`src/rtl/spi_slave_rx.sv`:
```
// rtl/spi_slave_rx.sv - 32-bit SPI slave receiver with framing checks; reply shifter on MISO
// built only when SPI_SLAVE_MISO_EN is defined.
module spi_slave_rx #(
  parameter int WIDTH       = 32,
  parameter int SYNC_STAGES = 2,
  parameter int CNT_W       = 16
) (
  input  logic             clk,
  input  logic             reset,
  input  logic             en,
  input  logic             SSEL,
  input  logic             SCK,
  input  logic             DATA_IN,
  input  logic [WIDTH-1:0] tx_data,
  output logic             MISO,
  output logic [WIDTH-1:0] rx_data,
  output logic             rx_valid,
  output logic             frame_err,
  output logic [CNT_W-1:0] frame_cnt
);

  localparam logic [5:0] FULL_CNT = 6'(WIDTH);

  typedef enum logic [1:0] {IDLE, SHIFT, DONE} state_t;

  state_t                 state, state_nxt;
  logic [SYNC_STAGES:0]   ssel_q;
  logic [SYNC_STAGES:0]   sck_q;
  logic [SYNC_STAGES-1:0] din_q;
  logic [5:0]             bitcnt;
  logic [WIDTH-1:0]       shift_q;
  logic                   overrun;

  logic ssel_fall, ssel_rise, sck_rise, sck_fall, din_s;
  logic frame_start, bit_take, frame_good, frame_bad;

  // Top bit of each pin chain is the history flop; edges come from the last two flops.
  always_ff @(posedge clk or negedge reset) begin
    if (!reset) begin
      ssel_q <= '1;
      sck_q  <= '0;
      din_q  <= '0;
    end else begin
      ssel_q <= {ssel_q[SYNC_STAGES-1:0], SSEL};
      sck_q  <= {sck_q[SYNC_STAGES-1:0], SCK};
      din_q  <= {din_q[SYNC_STAGES-2:0], DATA_IN};
    end
  end

  assign ssel_fall = ssel_q[SYNC_STAGES] & ~ssel_q[SYNC_STAGES-1];
  assign ssel_rise = ~ssel_q[SYNC_STAGES] & ssel_q[SYNC_STAGES-1];
  assign sck_rise  = ~sck_q[SYNC_STAGES] & sck_q[SYNC_STAGES-1];
  assign sck_fall  = sck_q[SYNC_STAGES] & ~sck_q[SYNC_STAGES-1];
  assign din_s     = din_q[SYNC_STAGES-1];

  always_ff @(posedge clk or negedge reset) begin
    if (!reset) state <= IDLE;
    else        state <= state_nxt;
  end

  always_comb begin
    state_nxt = state;
    if (!en) begin
      state_nxt = IDLE;
    end else begin
      case (state)
        IDLE:    if (ssel_fall) state_nxt = SHIFT;
        SHIFT:   if (ssel_rise) state_nxt = DONE;
        DONE:    state_nxt = IDLE;
        default: state_nxt = IDLE;
      endcase
    end
  end

  // A bit taken in the same cycle as SSEL rising is counted before DONE is judged.
  always_comb begin
    frame_start = 1'b0;
    bit_take    = 1'b0;
    frame_good  = 1'b0;
    frame_bad   = 1'b0;
    if (en) begin
      frame_start = (state == IDLE) && ssel_fall;
      bit_take    = (state == SHIFT) && sck_rise;
      frame_good  = (state == DONE) && (bitcnt == FULL_CNT) && !overrun;
      frame_bad   = (state == DONE) && !((bitcnt == FULL_CNT) && !overrun);
    end
  end

  always_ff @(posedge clk or negedge reset) begin
    if (!reset) begin
      bitcnt  <= '0;
      shift_q <= '0;
      overrun <= 1'b0;
    end else if (frame_start) begin
      bitcnt  <= '0;
      shift_q <= '0;
      overrun <= 1'b0;
    end else if (bit_take) begin
      if (bitcnt < FULL_CNT) begin
        shift_q <= {shift_q[WIDTH-2:0], din_s};
        bitcnt  <= bitcnt + 6'd1;
      end else begin
        overrun <= 1'b1;
      end
    end
  end

  always_ff @(posedge clk or negedge reset) begin
    if (!reset) begin
      rx_data   <= '0;
      rx_valid  <= 1'b0;
      frame_err <= 1'b0;
      frame_cnt <= '0;
    end else begin
      rx_valid  <= frame_good;
      frame_err <= frame_bad;
      if (frame_good) begin
        rx_data   <= shift_q;
        frame_cnt <= frame_cnt + {{(CNT_W-1){1'b0}}, 1'b1};
      end
    end
  end

`ifdef SPI_SLAVE_MISO_EN
  logic [WIDTH-1:0] tx_shift;

  // Shifting on falling edges keeps the next bit stable across the master's sampling edge.
  always_ff @(posedge clk or negedge reset) begin
    if (!reset) begin
      tx_shift <= '0;
    end else if (frame_start) begin
      tx_shift <= tx_data;
    end else if (en && (state == SHIFT) && sck_fall) begin
      tx_shift <= {tx_shift[WIDTH-2:0], 1'b0};
    end
  end

  assign MISO = (state == SHIFT) ? tx_shift[WIDTH-1] : 1'b0;
`else
  logic unused_tx;
  assign unused_tx = ^{tx_data, sck_fall};
  assign MISO      = 1'b0;
`endif

endmodule

```
`config.mk`:
```
export PLATFORM = sky130hd
export DESIGN_NAME = spi_slave_rx
export DESIGN_NICKNAME = d
export VERILOG_FILES = /design/src/rtl/spi_slave_rx.sv
export SDC_FILE = /design/constraint.sdc
export NUM_CORES = 1
export LEC_CHECK = 0
export BUFFER_PORTS_ARGS = -buffer_cell sky130_fd_sc_hd__buf_2
export CAP_MARGIN = 20
export CELL_PAD_IN_SITES_DETAIL_PLACEMENT = 1
export CELL_PAD_IN_SITES_GLOBAL_PLACEMENT = 2
export CORE_MARGIN = 2
export CORE_UTILIZATION = 35
export CTS_BUF_LIST = sky130_fd_sc_hd__clkbuf_16
export DETAILED_ROUTE_END_ITERATION = 10
export MAX_ROUTING_LAYER = met4
export PLACE_DENSITY_LB_ADDON = 0.1
export SLEW_MARGIN = 20
export SYNTH_ARGS = -nofsm -noshare
export SYNTH_HDL_FRONTEND = slang
export SYNTH_SLANG_ARGS = --single-unit
export TNS_END_PERCENT = 50
```
`constraint.sdc`:
```
create_clock -name clk -period 4.3 [get_ports clk]
set_input_delay 0.86 -clock clk [delete_from_list [all_inputs] [get_ports clk]]
set_output_delay 0.86 -clock clk [all_outputs]
set_load 0.02 [all_outputs]
```
* Yosys cells after proc, flatten, opt, wreduce, memory -nomap -nowiden
Cells that the tools add are included.
Operators by class: $add $sub $neg 2, $lt $le $gt $ge 1, eq/ne operators 6, multiplexer cells 17, bitwise logic cells 6, reduce and logical (&&, ||, !) cells 14
Operators with widths (number):
- two-way mux 32 bit | 3
- two-way mux 6 bit | 3
- adder 16 x 1 -> 16 bit (second input constant) | 1
- two-way mux 1 bit | 7
- adder 6 x 1 -> 6 bit (second input constant) | 1
- equality test 6 bit (second input constant) | 1
- logical AND 1 bit | 6
- < comparator 6 bit (second input constant) | 1
- two-way mux 2 bit | 3
- inequality test 3 bit (second input constant) | 2
- AND reduction 2 bit | 3
- one-hot mux 2 bit (2 select lines) | 1
- nonzero test 2 bit | 2
- bitwise AND 1 bit | 3
- inverter 1 bit | 3
- equality test 2 x 1 -> 1 bit (second input constant) | 1
- equality test 2 bit (second input constant) | 1
- logical NOT 1 bit | 2
- logical NOT 2 bit | 1
- inequality test 2 bit (second input constant) | 1
Storage, ports and cells: register bits 99, input bits 38, output and inout bits 51, logic and storage cells 57

* Depth between registers and ports, before layout
Gate-level depths: netlist of run 1.
depth in word-level cells 6, gate-level depth with buffers 10, depth with buffers taken out 7

* Least setup slack after synthesis of run 1
No wires, ideal clock.
path type reg-to-reg, start point register bitcnt[0], end point register frame_cnt[12], library setup time 0.080 ns, arrival time 2.032 ns, data required time 4.220 ns, path slack 2.188 ns, stages on the path, launching flop included 9, buffers on the path 2, period minus slack after synthesis 2.112 ns, cells stage by stage dfrtp_1 > inv_1 > ha_1 > or4b_1 > or3_1 > buf_6 > buf_6 > nor4_4 > xor2_1
On the way: cells in the longest elaborated chain, start to end 4
Ends and longest elaborated chain:
- start, declared | line 30 | logic [5:0] bitcnt;
- start signal, assigned | line 101 | bitcnt <= bitcnt + 6'd1;
- equality test 6 bit | line 84 | frame_good = (state == DONE) && (bitcnt == FULL_CNT) && !overrun;
- logical AND 1 bit (2 in series) | line 84
- two-way mux 1 bit | line 81 | if (en) begin
- end signal, assigned | line 119 | frame_cnt <= frame_cnt + {{(CNT_W-1){1'b0}}, 1'b1};
- end, declared | line 19 | output logic [CNT_W-1:0] frame_cnt
No other way between the ends. A chain may end at the register's enable or synchronous reset.

* Final worst setup path of run 1
start point register bitcnt[0], end point register rx_data[31]
On the way: cells in the longest elaborated chain, start to end 4
Ends and longest elaborated chain:
- equality test 6 bit | line 84
- logical AND 1 bit (2 in series) | line 84
- two-way mux 1 bit | line 81
- end signal, assigned | line 118 | rx_data <= shift_q;
- end, declared | line 16 | output logic [WIDTH-1:0] rx_data,
No other way between the ends.

==> impl_metrics.tcl, run 1 <==
set metrics [dict create \
    netlist_area_um2 3954 \
    yosysTopAreaCell "dfrtp_1" \
    critPathRequiredTime_ns 4.58 \
    syn_inst 407 \
    critPathKind "flip-flop to flip-flop" \
    ys_ff_latch 99 \
    dp.cells 587 \
    ys_top_cells_by_area "dfrtp_1, nand2_1, a21oi_1, dfstp_2, xnor2_1" \
    clk_pin_slew_ns 0.06 \
    grt_pass1_wl_mm 14.62 \
    die_w_um 110.3 \
    cts_resized 0 \
    core_um2 10940 \
    worst_pin_slew_ns 0.7355 \
    rows 38 \
    finalPower_mw 1.692 \
    final_core_util_pct 42.09 \
    ios 89 \
    die_area_um2 12160 \
    grt_util_all_layers_pct 16.21 \
    drt-initial-drc-count 127 \
    postRouteAntennaNets 0 \
    fill_cells 1286 \
    htree_levels 3 \
    insertion_delay_ns 0.34 \
    dp_hpwl_mm 5.489 \
    fin_cells 603 \
    yosys.cell_types.count 33 \
    final_nets 499 \
    hold_viol_final 0 \
    fin_worst_skew_ns 0.008468 \
    finalMaxSlewViolations 0 \
    worstPathArrival_ns 3.38 \
    ctsRootBufferMaster "clkbuf_16" \
    critPathCaptureType "flip-flop" \
    setup_tns_ns 0 \
    cp_max_fo 44 \
    dpl-instance-area_um2 4348 \
    grt_pass1_vias 2972 \
    ys_warn_count 0 \
    io_buffer_count 55 \
    drive_above_1_share_pct 16.63 \
    start_util_pct 36.16 \
    route.detailed.drc 0 \
    setup_violations 0 \
    die_y_um 110.3 \
    grt_overflow 0 \
    final_cell_mix "nand2_1, dfrtp_1, buf_2" \
    ys.flop_type "dfrtp_1" \
    seq_area_frac_synth_pct 62.75 \
    cts_sinks 99 \
    area_growth_pct 16.42 \
    cap_viol_max_count 0 \
    routabilityCongestion 0.6949 \
    min_period_over_period_pct 72.10 \
    clock_path_buffers 2 \
    status "completed" \
    viasPerCell 4.828 \
    grt_setup_unrepaired "no" \
    p_leak_nw 2.457 \
    antenna_found_initial 0 \
    firstDrtPassIters 4 \
    start_kind "flip-flop" \
    n_antenna_cell 0 \
    synth_nets 448 \
    finalCriticalPeriod_ns 3.100 \
    via_count 2911 \
    slew_headroom_pct 50.92 \
    powerDensity_nw_per_um2 367.5 \
    cts_tree "yes" \
    design_area_um2 4603 \
    synth_edf_count 0 \
    mostFrequentLayoutCell "nand2_1" \
    wl_per_cell_um 14.47 \
    max_freq_ghz 0.3226 \
    cts_buffers 9 \
    syn_area_per_cell_um2 9.714 \
    async_flop_share_pct 100.0 \
    hp-class "flip-flop to flip-flop" \
    synth_top_area_share_pct 60.76 \
    vdd_ir_drop_max_uv 211.4 \
    cts-hold-fix-buffers 0 \
    r2r_cells 9 \
    post-cts-setup-buffer-count 0 \
    wl_mm 8.724 \
    grt_max_degree 80 \
    hold_depth 0 \
]
## final timing paths
path	startpoint	endpoint	slack, ns
setup / recovery	bitcnt[0]	rx_data[31]	1.20
hold / removal	sck_q[0]	sck_q[1]	0.35
setup reg to reg	bitcnt[0]	rx_data[31]	1.20
hold reg to reg	sck_q[0]	sck_q[1]	0.35
max in group asynchronous	reset	rx_data[23]	2.94
min in group asynchronous	reset	frame_cnt[9]	0.54
## Yosys cell counts, types with 7 or more instances
library cell,n
clkbuf_1,13
nor2_1,8
inv_1,8
nor4_1,7
xnor2_1,9
nand2_1,171
dfrtp_1,96
nand3_1,9
a21oi_1,37
xor2_1,8
## per-stage QoR
| step | hold slack, ns | setup WS (ns) |
|---|---|---|
| global route | 0.3604 | 0.9359 |
| global placement | 0.3389 | 1.137 |
| floorplan | 0.3312 | 2.188 |
| detailed placement | 0.3365 | 1.114 |
| finish | 0.3532 | 1.200 |
| CTS | 0.3561 | 1.097 |
## power by group
group          internal, mW  switching (mW)  total [mW]
clock network         0.378           0.324       0.702
registers             0.940         0.00565       0.945
logic                0.0105          0.0333      0.0438
## metal layers
layer  GRT usage (%)  part of all wire, %  vias to the layer above
li1                -                    -                     1395
met3           2.704                  3.0                       11
met5               -                    0                        -
met4           6.964                  1.8                        0
met1           20.09                   46                     1468
met2           26.34                   49                       37
## state kept, by name, indices dropped and copies added, names as in the netlist
| name | flops |
|---|---|
| bitcnt | 6 |
| din_q | 2 |
| frame_cnt | 16 |
| frame_err | 1 |
| overrun | 1 |
| rx_data | 32 |
| rx_valid | 1 |
| sck_q | 3 |
| shift_q | 32 |
| ssel_q | 3 |
| state | 2 |
## logic make-up after synthesis
logic type	share of synthesized area (%)
XOR/XNOR	3.766
flip-flops	62.75
adder cells (fa/ha/maj)	1.203
other	0.09485
AO/OA/AOI/OAI	4.937
AND/OR/NAND/NOR	23.83
buffers and inverters	3.417
## final cells by class
class | instances | area (µm²) | area share [%]
Timing Repair Buffer | 61 | 326.6 | 7.094
Multi-Input combinational cell | 279 | 1339 | 29.08
Inverter | 8 | 30.03 | 0.6524
Clock inverter | 7 | 26.28 | 0.5708
Sequential cell | 99 | 2481 | 53.90
Clock buffer | 9 | 225.2 | 4.893
Tap cell | 140 | 175.2 | 3.805
## critical path, stage by stage (launching register included)
cell and delay, ns:
dfrtp_1 0.42, inv_1 0.08, ha_1 0.15, or4b_1 0.46, or3_2 0.46, buf_4 0.31
inv_1 0.62, buf_4 0.36, nand2_1 0.12, nand2_1 0.07
Power figures use the tool's default switching activity.
==> inputs of run 2 (changes only) <==
- ABC_AREA: not set -> 1
- CORE_UTILIZATION: 35 -> 29
- clock period: 4.3 -> 2.64 ns (I/O delays scaled with it)
==> impl_metrics.tcl, run 2 <==
set metrics [dict create \
    status "completed" \
    yosysTopAreaCell "dfrtp_1" \
    largestRegisters "rx_data x32, shift_q x32, frame_cnt x16" \
    drive_above_1_share_pct 18.67 \
    hold_viol_final 0 \
    via_count 3254 \
    final_cell_mix "nand2_1, dfrtp_1, nor2_1" \
    cts_sinks 99 \
    insertion_delay_ns 0.35 \
    slew_headroom_pct 54.73 \
    synth_edf_count 0 \
    synth_top_area_share_pct 55.03 \
    core_um2 14640 \
    setup_violations 0 \
    setup_tns_ns 0 \
    area_growth_pct 15.79 \
    grt_util_all_layers_pct 13.72 \
    fill_cells 1745 \
    crit_chain "inv_1, ha_1, nand2_1, inv_1, nand3_2, nor2_4, inv_2, buf_12, nand2_1, o21ai_2" \
    start_util_pct 29.81 \
    drt-initial-drc-count 127 \
    ys_top_cells_by_area "dfrtp_1, nand2_1, nor2_1, inv_1, buf_6" \
    vdd_ir_drop_max_uv 335.0 \
    grt_setup_unrepaired "no" \
    postRouteAntennaNets 0 \
    seq_area_frac_synth_pct 56.84 \
    grt_pass1_vias 3448 \
    wl_per_cell_um 13.31 \
    cp_max_fo 37 \
    max_freq_ghz 0.5379 \
    dp.cells 727 \
    fin_cells 741 \
    viasPerCell 4.391 \
    final_nets 595 \
    cap_viol_max_count 0 \
    wl_mm 9.866 \
    rows 44 \
    finalPower_mw 2.956 \
    firstDrtPassIters 4 \
    routabilityCongestion 0.7083 \
    ys_warn_count 0 \
    critPathKind "flip-flop to flip-flop" \
    ys.flop_type "dfrtp_1" \
    cts_buffers 9 \
    die_w_um 126.7 \
    cp_slowest_stage_delay_ns 0.43 \
    netlist_area_um2 4365 \
    hp-class "primary input to asynchronous set/reset pin" \
    n_antenna_cell 0 \
    syn_area_per_cell_um2 8.696 \
    antenna_found_initial 0 \
    ys_ff_latch 99 \
    cpMaxStageDelayCell "inv_2" \
    finalCriticalPeriod_ns 1.859 \
    finalMaxSlewViolations 0 \
    grt_max_degree 51 \
    syn_inst 502 \
    crit_start "bitcnt[0]" \
    critPathCaptureType "flip-flop" \
    ctsRootBufferMaster "clkbuf_16" \
    rrSetupSlack_ns 0.78 \
    ios 89 \
    rr_startpoint "bitcnt[0]" \
    r2r_cells 10 \
    final_core_util_pct 34.52 \
    route.detailed.drc 0 \
    mostFrequentLayoutCell "nand2_1" \
    worstPathArrival_ns 2.14 \
    clock_path_buffers 2 \
    grt_overflow 0 \
    powerDensity_nw_per_um2 584.8 \
    io_buffer_count 55 \
    post-cts-setup-buffer-count 0 \
    cts_resized 0 \
    die_area_um2 16050 \
    cts-hold-fix-buffers 0 \
    htree_levels 3 \
    worst_pin_slew_ns 0.6781 \
    grt_pass1_wl_mm 16.87 \
    fin_worst_skew_ns 0.007632 \
    clk_pin_slew_ns 0.07 \
    dp_hpwl_mm 6.510 \
    cts_tree "yes" \
    p_leak_nw 2.601 \
    async_flop_share_pct 100.0 \
    start_kind "flip-flop" \
    post-synth-top-count-cell "nand2_1" \
    min_period_over_period_pct 70.42 \
    die_y_um 126.7 \
    critPathRequiredTime_ns 2.92 \
    synth_common_cells "nand2_1, dfrtp_1, nor2_1" \
    synth_nets 543 \
    yosys.cell_types.count 29 \
]
-- run 2: cell types whose count changed in the layout (fill, tap and decap cells not counted), sizes merged, moves of 3 or more --
| cell | change |
|---|---|
| nor2 | +53 |
| inv | +38 |
| nand2 | +20 |
| o21ai | +31 |
| nand3 | +9 |
| or3 | -3 |
| nor4 | -8 |
| xnor2 | -3 |
| a21oi | -37 |
-- run 2: layout make-up --
cell class                      count  area (µm²)  share of cell area [%]
Timing Repair Buffer               62       355.3                   7.030
Inverter                           51       191.4                   3.787
Tap cell                          184       230.2                   4.554
Sequential cell                    99        2481                   49.08
Clock inverter                      5       56.30                   1.114
Multi-Input combinational cell    331        1515                   29.98
Clock buffer                        9       225.2                   4.455
-- run 2: final timing paths --
check                                to
setup / recovery            rx_data[11]
hold / removal             frame_cnt[6]
setup reg to reg            rx_data[11]
hold reg to reg                sck_q[1]
max in group asynchronous     ssel_q[1]
min in group clk              ssel_q[0]
-- run 2: logic make-up after synthesis --
kind of cell | share of synthesized area [%]
buffers and inverters | 8.455
and+or+nand+nor | 26.37
xor gates and xnor gates | 2.580
AOI/OAI and AO/OA | 4.815
adders and majority gates | 0.8599
DFF | 56.84
other | 0.08590
-- run 2: critical path, delay by kind of cell (launching register included) --
| kind | cells | cell delay [ns] |
|---|---|---|
| DFF | 1 | 0.39 |
| AOI/OAI and AO/OA | 1 | 0.06 |
| adders and majority gates | 1 | 0.19 |
| buffers and inverters | 4 | 0.85 |
| and+or+nand+nor | 4 | 0.28 |
-- run 2: power breakdown --
part           leakage [nW]  internal [mW]  total, mW  switching, mW
clock                 0.143          0.725       1.31          0.581
combinational          1.11         0.0248     0.0988         0.0740
sequential             1.35           1.54       1.55         0.0117
total                  2.60           2.29       2.96          0.667
-- run 2: layer usage --
layer | track usage (%) | part of all wire [%]
met5 | - | 0
met4 | 6.012 | 1.8
met3 | 2.235 | 2.4
met2 | 22.42 | 47
met1 | 16.89 | 49
-- run 2: stage by stage --
step	instance area, µm²	setup slack [ns]	hold slack, ns
finish	5055	0.7808	0.1390
global route	5055	0.5488	0.1760
CTS	5055	0.6990	0.1596
detailed placement	4773	0.5903	0.3362
global placement	4773	0.6072	0.3336
floorplan	4365	1.207	0.2324
==> inputs of run 3 (changes only) <==
- ABC_AREA: 1 -> 0
- CORE_UTILIZATION: 29 -> 33
- clock period: 2.64 -> 1.9 ns (I/O delays scaled with it)
==> impl_metrics.tcl, run 3 (synthesis gave the netlist of run 1 again) <==
set metrics [dict create \
    status "finished with violations" \
    violations "hold timing, setup timing" \
    die_y_um 113.5 \
    start_kind "flip-flop" \
    setup_violations 48 \
    pwr-share-clk_pct 43.5 \
    final_cell_mix "nand2_1, dfrtp_1, buf_2" \
    finalCriticalPeriod_ns 2.092 \
    p_sw_uw 864.5 \
    drive_above_1_share_pct 23.65 \
    critPathCaptureType "flip-flop" \
    viasPerCell 4.768 \
    die_area_um2 12870 \
    ios 89 \
    grt_overflow 0 \
    postRouteAntennaNets 0 \
    drt-initial-drc-count 100 \
    n_antenna_cell 0 \
    fin_cells 625 \
    clock_path_buffers 2 \
    fin_worst_skew_ns 0.007438 \
    worst_r2r_endpoint "frame_cnt[11]" \
    min_period_over_period_pct 110.1 \
    wl_mm 9.266 \
    setup_tns_ns -5.685 \
    wl_per_cell_um 14.83 \
    grt_pass1_wl_mm 15.99 \
    mostFrequentLayoutCell "nand2_1" \
    finalPower_mw 4.037 \
    fill_cells 1333 \
    grt_max_degree 40 \
    clk_pin_slew_ns 0.06 \
    largestRegisters "rx_data x32, shift_q x32, frame_cnt x16" \
    rr_startpoint "bitcnt[0]" \
    critPathRequiredTime_ns 2.17 \
    vdd_ir_drop_max_uv 393.3 \
    hold_viol_final 2 \
    multi_input_area_um2 1450 \
    critPathKind "flip-flop to flip-flop" \
    via_count 2980 \
    io_buffer_count 55 \
    cts_tree "yes" \
    swShare_pct 21.41 \
    finalMaxSlewViolations 0 \
    setup_ws_ns -0.1915 \
    firstDrtPassIters 4 \
    ctsRootBufferMaster "clkbuf_16" \
    area_growth_pct 25.60 \
    register_area_um2 2481 \
    insertion_delay_ns 0.35 \
    cp_max_fo 6 \
    post-place-ws_ns -0.3875 \
    dp_hpwl_mm 5.986 \
    core_um2 11560 \
    max_freq_ghz 0.4781 \
    rrSetupSlack_ns -0.19 \
    p_int_mw 3.173 \
    fin_hold_ws_ns -0.004396 \
    antenna_found_initial 0 \
    rows 39 \
    die_w_um 113.5 \
    htree_levels 3 \
    grt_setup_unrepaired "yes" \
    hp-class "primary input to asynchronous set/reset pin" \
    seqPwrFrac_pct 52.9 \
    grt_pass1_vias 3209 \
    dp.cells 605 \
    cts_buffers 9 \
    worstPathArrival_ns 2.36 \
    p_leak_nw 2.637 \
    grt_util_all_layers_pct 16.27 \
    routabilityCongestion 0.7388 \
    r2r_cells 6 \
    powerDensity_nw_per_um2 813.0 \
    start_util_pct 34.19 \
    route.detailed.drc 0 \
    cap_viol_max_count 0 \
    final_nets 520 \
    cts_sinks 99 \
    power_frac_comb_pct 3.5 \
]
-- run 3: changes by cell type in the layout (fill, tap and decap cells not counted), moves of 4 or more --
cell     before  now
buf_4         6   18
a21oi_1       0   37
nand3_1      16    9
nand2_2       5    0
o21ai_2      10    0
o21ai_1      20    0
buf_6         0    4
nand2_1     186  171
nor2_1       57    8
inv_1        49    6
nor4_4        0    4
-- run 3: critical path, cell delays in order (launching register included) --
cell	delay, ns
dfrtp_1	0.39
inv_2	0.07
ha_4	0.11
or4b_4	0.48
or3_4	0.47
nor4_2	0.33
xor2_1	0.16
-- run 3: cell type report --
class                           count  area share (%)
Sequential cell                    99           49.96
Multi-Input combinational cell    280           29.20
Timing Repair Buffer               81           11.09
Clock buffer                        9           4.535
Tap cell                          143           3.603
Clock inverter                      5          0.9574
Inverter                            8          0.6551
-- run 3: worst max-delay path by stage --
stage | endpoint | slack [ns] | depth (start not counted) | from
global route | frame_cnt[13] | -0.26 | 6 | bitcnt[0]
detailed placement | frame_cnt[7] | -0.39 | 6 | bitcnt[0]
floorplan | frame_cnt[13] | -0.12 | 7 | bitcnt[0]
CTS | frame_cnt[13] | -0.16 | 6 | bitcnt[0]
finish | frame_cnt[11] | -0.19 | 6 | bitcnt[0]
global placement | frame_cnt[13] | -0.31 | 6 | bitcnt[0]
-- run 3: power by group through the flow --
| stage | Sequential, mW | Clock, mW | Combinational, mW |
|---|---|---|---|
| after detailed placement | 2.18 | 0 | 0.129 |
| after floorplan | 2.18 | 0 | 0.0398 |
| after global placement | 2.18 | 0 | 0.127 |
| after global routing | 2.14 | 1.90 | 0.165 |
| final | 2.14 | 1.76 | 0.143 |
| after CTS | 2.14 | 1.83 | 0.141 |
-- run 3: per-stage QoR --
step	instance area, µm²	utilization, %	hold slack, ns
5_1_grt	4966	42.94	0.02153
3_3_place_gp	4552	39.36	0.3404
3_5_place_dp	4552	39.36	0.3410
4_1_cts	4906	42.42	0.0003173
6_report	4966	42.94	-0.004396
2_1_floorplan	4013	-	0.08441
-- run 3: repair_timing --
item	in CTS	in global routing
gates resized for setup	9	10
buffers inserted	3	2
hold endpoints to repair	0	0
pin swaps	7	6
cloned	1	0
hold buffers	0	0
endpoints found under the setup margin	49	49
-- run 3: layer usage --
layer | track usage (%) | wire [µm] | up-vias
met3 | 2.604 | 218 | 14
met2 | 25.11 | 4337 | 37
met1 | 21.29 | 4516 | 1488
met5 | - | 0 | -
li1 | - | - | 1441
met4 | 7.317 | 193 | 0
